$ cat config.mk
export PLATFORM = sky130hd
export DESIGN_NAME = ivl_uvm_vr_monitor
export DESIGN_NICKNAME = d
export VERILOG_FILES = /design/src/rtl/ivl_uvm_vr_monitor.sv
export SDC_FILE = /design/constraint.sdc
export NUM_CORES = 1
export LEC_CHECK = 0
export CORE_AREA = 8 8 187 260
export CTS_CLUSTER_DIAMETER = 50
export DETAILED_ROUTE_END_ITERATION = 8
export DIE_AREA = 0 0 195 268
export SLEW_MARGIN = 20
export SYNTH_ARGS = -nofsm -noshare
export SYNTH_HDL_FRONTEND = slang
export SYNTH_SLANG_ARGS = --single-unit
$ cat constraint.sdc
create_clock -name clk -period 9.4 [get_ports clk]
set_input_delay 1.88 -clock clk [delete_from_list [all_inputs] [get_ports clk]]
set_output_delay 1.88 -clock clk [all_outputs]
set_load 0.01 [all_outputs]
$ cat src/rtl/ivl_uvm_vr_monitor.sv
// ivl_uvm_vr_monitor
// Watches one valid/ready channel, counts completed transfers and turns
// protocol violations into timestamped entries in a small message queue.
// A reporter drains the queue through a valid/ready port.
//
// Ports:
//   clk, rst_n            clock, synchronous active-low reset
//   mon_valid/ready/data  monitored channel
//   msg_valid/ready       message queue output handshake (head entry)
//   msg_sev               1=WARNING, 2=ERROR
//   msg_id                1=VALID_DROP, 2=DATA_UNSTABLE, 3=STALL_TIMEOUT
//   msg_time              cycle count at the detection edge
//   msg_data              data associated with the event
//   xfer_cnt              completed transfers (wraps)
//   err_cnt, warn_cnt     detected ERROR/WARNING events (saturate)
//   drop_cnt              entries lost to a full queue (saturates)
module ivl_uvm_vr_monitor #(
  parameter int unsigned DATA_W    = 32,
  parameter int unsigned MAX_STALL = 16,
  parameter int unsigned MSG_DEPTH = 4
) (
  input  logic              clk,
  input  logic              rst_n,
  input  logic              mon_valid,
  input  logic              mon_ready,
  input  logic [DATA_W-1:0] mon_data,
  output logic              msg_valid,
  input  logic              msg_ready,
  output logic [1:0]        msg_sev,
  output logic [1:0]        msg_id,
  output logic [31:0]       msg_time,
  output logic [DATA_W-1:0] msg_data,
  output logic [31:0]       xfer_cnt,
  output logic [15:0]       err_cnt,
  output logic [15:0]       warn_cnt,
  output logic [15:0]       drop_cnt
);

  localparam int unsigned AW          = (MSG_DEPTH > 1) ? $clog2(MSG_DEPTH) : 1;
  localparam logic [15:0] STALL_LIMIT = 16'(MAX_STALL);
  localparam logic [AW:0] DEPTH_CNT   = (AW+1)'(MSG_DEPTH);

  localparam logic [1:0] SEV_WARNING = 2'd1;
  localparam logic [1:0] SEV_ERROR   = 2'd2;
  localparam logic [1:0] ID_DROP     = 2'd1;
  localparam logic [1:0] ID_UNSTABLE = 2'd2;
  localparam logic [1:0] ID_TIMEOUT  = 2'd3;

  typedef enum logic [1:0] {
    IDLE,
    PENDING,
    STALLED
  } state_t;

  state_t              state, state_nxt;
  logic [DATA_W-1:0]   cap_data, cap_nxt;
  logic [15:0]         stall_cnt, stall_nxt;
  logic [31:0]         cyc_cnt;

  logic                xfer_inc;
  logic                drop_ev, unst_ev, tmo_ev;
  logic                push, pop, full, push_ok, push_lost;
  logic [1:0]          ent_sev, ent_id;
  logic [DATA_W-1:0]   ent_data;

  logic [1:0]          mem_sev  [MSG_DEPTH];
  logic [1:0]          mem_id   [MSG_DEPTH];
  logic [31:0]         mem_time [MSG_DEPTH];
  logic [DATA_W-1:0]   mem_data [MSG_DEPTH];
  logic [AW-1:0]       wr_ptr, rd_ptr;
  logic [AW:0]         count;

  // Protocol checker: next state and the events detected at this edge.
  always_comb begin
    state_nxt = state;
    cap_nxt   = cap_data;
    stall_nxt = stall_cnt;
    xfer_inc  = 1'b0;
    drop_ev   = 1'b0;
    unst_ev   = 1'b0;
    tmo_ev    = 1'b0;
    case (state)
      IDLE: begin
        if (mon_valid) begin
          if (mon_ready) begin
            xfer_inc = 1'b1;
          end else begin
            cap_nxt   = mon_data;
            stall_nxt = 16'd1;
            state_nxt = PENDING;
          end
        end
      end
      PENDING, STALLED: begin
        if (!mon_valid) begin
          drop_ev   = 1'b1;
          state_nxt = IDLE;
        end else begin
          // A data change is reported and the transfer still completes
          // on the same edge if ready is high.
          if (mon_data != cap_data) begin
            unst_ev = 1'b1;
            cap_nxt = mon_data;
          end
          if (mon_ready) begin
            xfer_inc  = 1'b1;
            state_nxt = IDLE;
          end else begin
            stall_nxt = stall_cnt + 16'd1;
            if ((state == PENDING) && (stall_nxt == STALL_LIMIT)) begin
              tmo_ev    = 1'b1;
              state_nxt = STALLED;
            end
          end
        end
      end
      default: state_nxt = IDLE;
    endcase
  end

  // Only the highest-priority event of an edge is queued; the others
  // still reach the counters.
  always_comb begin
    push = drop_ev | unst_ev | tmo_ev;
    if (drop_ev) begin
      ent_sev  = SEV_ERROR;
      ent_id   = ID_DROP;
      ent_data = cap_data;
    end else if (unst_ev) begin
      ent_sev  = SEV_ERROR;
      ent_id   = ID_UNSTABLE;
      ent_data = mon_data;
    end else begin
      ent_sev  = SEV_WARNING;
      ent_id   = ID_TIMEOUT;
      ent_data = cap_data;
    end
  end

  assign msg_valid = (count != '0);
  assign msg_sev   = mem_sev[rd_ptr];
  assign msg_id    = mem_id[rd_ptr];
  assign msg_time  = mem_time[rd_ptr];
  assign msg_data  = mem_data[rd_ptr];

  assign pop       = msg_valid & msg_ready;
  assign full      = (count == DEPTH_CNT);
  assign push_ok   = push & (~full | pop);
  assign push_lost = push & full & ~pop;

  always_ff @(posedge clk) begin
    if (!rst_n) begin
      state     <= IDLE;
      cap_data  <= '0;
      stall_cnt <= '0;
      cyc_cnt   <= '0;
      xfer_cnt  <= '0;
      err_cnt   <= '0;
      warn_cnt  <= '0;
      drop_cnt  <= '0;
      wr_ptr    <= '0;
      rd_ptr    <= '0;
      count     <= '0;
      for (int unsigned i = 0; i < MSG_DEPTH; i++) begin
        mem_sev[i]  <= '0;
        mem_id[i]   <= '0;
        mem_time[i] <= '0;
        mem_data[i] <= '0;
      end
    end else begin
      state     <= state_nxt;
      cap_data  <= cap_nxt;
      stall_cnt <= stall_nxt;
      cyc_cnt   <= cyc_cnt + 32'd1;

      if (xfer_inc)
        xfer_cnt <= xfer_cnt + 32'd1;
      if ((drop_ev | unst_ev) && (err_cnt != '1))
        err_cnt <= err_cnt + 16'd1;
      if (tmo_ev && (warn_cnt != '1))
        warn_cnt <= warn_cnt + 16'd1;
      if (push_lost && (drop_cnt != '1))
        drop_cnt <= drop_cnt + 16'd1;

      if (push_ok) begin
        mem_sev[wr_ptr]  <= ent_sev;
        mem_id[wr_ptr]   <= ent_id;
        mem_time[wr_ptr] <= cyc_cnt;
        mem_data[wr_ptr] <= ent_data;
        wr_ptr           <= wr_ptr + 1'b1;
      end
      if (pop)
        rd_ptr <= rd_ptr + 1'b1;

      case ({push_ok, pop})
        2'b10:   count <= count + 1'b1;
        2'b01:   count <= count - 1'b1;
        default: count <= count;
      endcase
    end
  end

endmodule

==> key figures <==
STA
  • Final setup TNS: 0 ps
  • Setup violators final: 0
  • Relative slew slack: 33.0%
  • Final WS setup: 3650 ps
  • Least-Margin Pin Slew: 1000 ps
  • Fin crit share: 61.1%
  • Highest clock rate: 174 MHz
  • Min cycle time layout: 5750 ps
  • Final Slew Violations: 0
  • Final hold viol count: 0
  • Worst Skew: 23.9 ps
  • Setup repair after global routing missed its margin: no

Global routing
  • Initial antenna violation count: 0
  • First-pass GRT wire length: 76,100 um
  • Vias in the first global route: 13,300
  • Remaining Overflow, GRT: 0
  • Largest net degree at the start of global routing: 69
  • Overall Global Routing Usage: 18.4%

Routing
  • Highest metal used: met4
  • Drt drc: 0
  • Via density: 5.36
  • Wl on met1: 20,000 um
  • Routed Antenna Nets: 0
  • Via count: 12,900
  • Met2 WL: 25,100 um
  • Wire length on met3: 2510 um
  • Avg WL per Cell: 20.1 um
  • First DRT Iteration DRCs: 553
  • First-pass DRT Iterations: 4
  • DRT Wirelength: 48,500 um

Worst hold path
  • Worst hold path type: reg2reg
  • HP Start: count[0]

Yosys
  • Seq/Total Area, Yosys: 58.4%
  • Post-synth EDFFs: 272
  • Yosys cell types: 66
  • Share of synthesized registers carrying an async set or reset: 0%
  • Area leader, netlist: edfxtp_1
  • Net count after synthesis: 1,700
  • Synth Register Bits: 443
  • Leading register cell type out of synthesis: edfxtp_1
  • Share of the synthesized area in the top cell type: 41.2%
  • Synthesized area: 19,800 um^2
  • Avg Cell Area, Syn: 12.0 um^2
  • Synth area leaders: edfxtp_1 41%, dfxtp_1 17%, mux4_2 7.7%
  • Synth Instances: 1,652
  • Synthesis Warnings: 0

Clock tree
  • CTS max path bufs: 3
  • CTS clock-pin slew for the worst setup and hold paths: 60 ps
  • Hold buffer count at cts: 0
  • Clock network latency to the later pin of the worst-skew pair: 560 ps
  • Root Buffer: clkbuf_16
  • Clock Sinks: 443
  • CTS tree: built
  • Post-cts sizing count: 0
  • H-tree lvl count: 2
  • Setup Buffers After CTS: 0
  • CTS buffer count: 46

Critical path
  • Reg-to-reg startpoint: stall_cnt[2]
  • Critical path class: in2reg
  • Arrival @ worst endpoint: 5920 ps
  • CP startpoint: mon_valid
  • CP max stage cell: buf_4
  • Req. time, crit path: 9580 ps
  • Crit-path max cell delay: 710 ps
  • Startpoint types: input pin
  • CP endpoint kind: flop
  • Largest fanout on the critical path: 67
  • Worst path cell trace: clkdlybuf4s50_1, inv_1, nor2_1, nand2_1, a21oi_1, nand4_4, a211oi_4, buf_4, nand2_1, nand2_4, buf_4

Placed design
  • Placed Area: 22,200 um^2
  • Placed insts: 2,323
  • Detailed Place HPWL: 30,200 um
  • Dpl ws: 3040 ps
  • IO Port Bufs: 185
  • Gp weighted congestion: 0.790

Layout
  • Seq. cell area: 11,600 um^2
  • # diodes: 0
  • Syn-to-layout area delta: 19.4%
  • Final Net Count: 1,856
  • Area of the multi-input gates: 7810 um^2
  • Finished Layout Cells: 2,409
  • Final instance area: 23,700 um^2
  • Fraction of layout cells with a size suffix above 1: 9.92%
  • # fillers: 3,860

Floorplan
  • Standard-cell row count: 92
  • Boundary pin count: 186
  • Initial cell density of the core: 44.4%
  • Die area: 52,300 um^2
  • Die Height: 268 um
  • Overall die width: 195 um
  • Core Area: 44,700 um^2

Power and ir drop
  • VDD IR max: 0.142 mV
  • Leak pwr: 8.39 nW
  • Pwr per Cell Area: 198 nW/um^2

Job
  • Max-Cap Viols: 0

Run status
  • Status: finished clean
==> Yosys cell counts (4+ instances only) <==
cell type / number
nor2_1: 304
edfxtp_1: 272
dfxtp_1: 171
and2_1: 105
mux2i_1: 86
nand2_1: 79
xor2_1: 76
mux4_2: 68
clkbuf_1: 62
nand3_1: 50
and3_1: 49
xnor2_1: 35
a21oi_1: 31
nand4_1: 30
o21ai_0: 26
or3_1: 22
inv_1: 19
nand2b_1: 17
nor3_1: 17
nor4_1: 14
buf_2: 12
ha_1: 10
and4_1: 9
clkbuf_2: 7
or4_1: 7
buf_6: 6
o31ai_1: 6
buf_4: 5
buf_1: 4
==> flip-flops by register name, indices dropped and copies added (netlist names), named ones only <==
signal     flops
count          3
mem_data     128
cap_data      32
xfer_cnt      32
wr_ptr         2
warn_cnt      16
mem_id         8
drop_cnt      16
err_cnt       16
cyc_cnt       32
rd_ptr         2
mem_time     128
stall_cnt     16
mem_sev        8
state          2
==> final cells by class <==
type,instances,share of cell area [%]
clock buffers,69,5.53
clock inverters,16,0.708
inverters,19,0.312
multi-input cells,1094,33.0
flip-flops and latches,443,49.0
well taps,564,2.98
repair buffers,204,8.54
==> report_power, final <==
part | internal [mW] | switching (mW)
combinational | 0.357 | 0.333
sequential | 2.13 | 0.0720
clock | 1.05 | 0.753
==> worst paths after layout <==
path                           to  slack, ps  cells past startpoint
setup / recovery  mem_time[0][17]       3650                     11
hold / removal           count[0]        480                      2
setup reg to reg  mem_time[0][17]       4670                     10
hold reg to reg          count[0]        480                      2
==> stage by stage <==
step	hold slack (ps)	power, mW	util, %
final	483	4.70	53.0
after global routing	502	4.88	53.0
after CTS	482	4.76	53.0
after detailed placement	470	2.96	49.7
after global placement	464	2.95	49.6
after floorplan	444	2.62	-
==> worst max-delay path: cells and delay by family <==
kind,cells,cell delay (ps)
buffers and inverters,4,1890
AND/OR/NAND/NOR,5,1440
AO/OA/AOI/OAI,2,650
==> layout by cell type, fill, tap and decap left out, types with 3 or more instances in the layout <==
cell,n
o21ai_0,25
nor2b_1,3
a22oi_1,3
or3_1,22
nor4_1,14
nor3_1,17
o211a_1,3
clkbuf_8,3
xnor2_1,35
and4_1,9
nand2b_1,17
and2_1,105
nand3b_1,3
dfxtp_1,169
o21a_1,3
mux4_2,68
inv_1,18
clkbuf_1,18
or4_1,7
nand2_4,3
clkdlybuf4s50_1,184
nor2_1,302
nand3_1,50
xor2_1,76
ha_1,10
edfxtp_1,272
bufinv_16,3
nand4_1,30
a21oi_1,31
inv_6,3
buf_4,17
o31ai_1,5
clkinv_2,7
mux2i_1,86
clkbuf_16,48
nand2_1,75
and3_1,49
==> cells by family (layout without fill, tap and decap cells) <==
logic type / count (synthesis) / in the layout / synth area share, %
simple gates: 724 / 724 / 18.2
flops: 443 / 443 / 58.4
mux: 155 / 155 / 12.1
buf+inv: 115 / 308 / 2.62
xor+xnor: 111 / 111 / 4.90
compound gates: 93 / 93 / 2.97
fa+ha+maj: 11 / 11 / 0.732
==> layer usage <==
| metal | track usage (%) | vias up |
|---|---|---|
| met2 | 33.9 | 271 |
| met1 | 21.9 | 6364 |
| li1 | - | 6213 |
| met3 | 3.72 | 54 |
| met4 | 4.17 | 0 |
| met5 | 0 | - |
No activity file was read; power rests on OpenSTA's default activity.
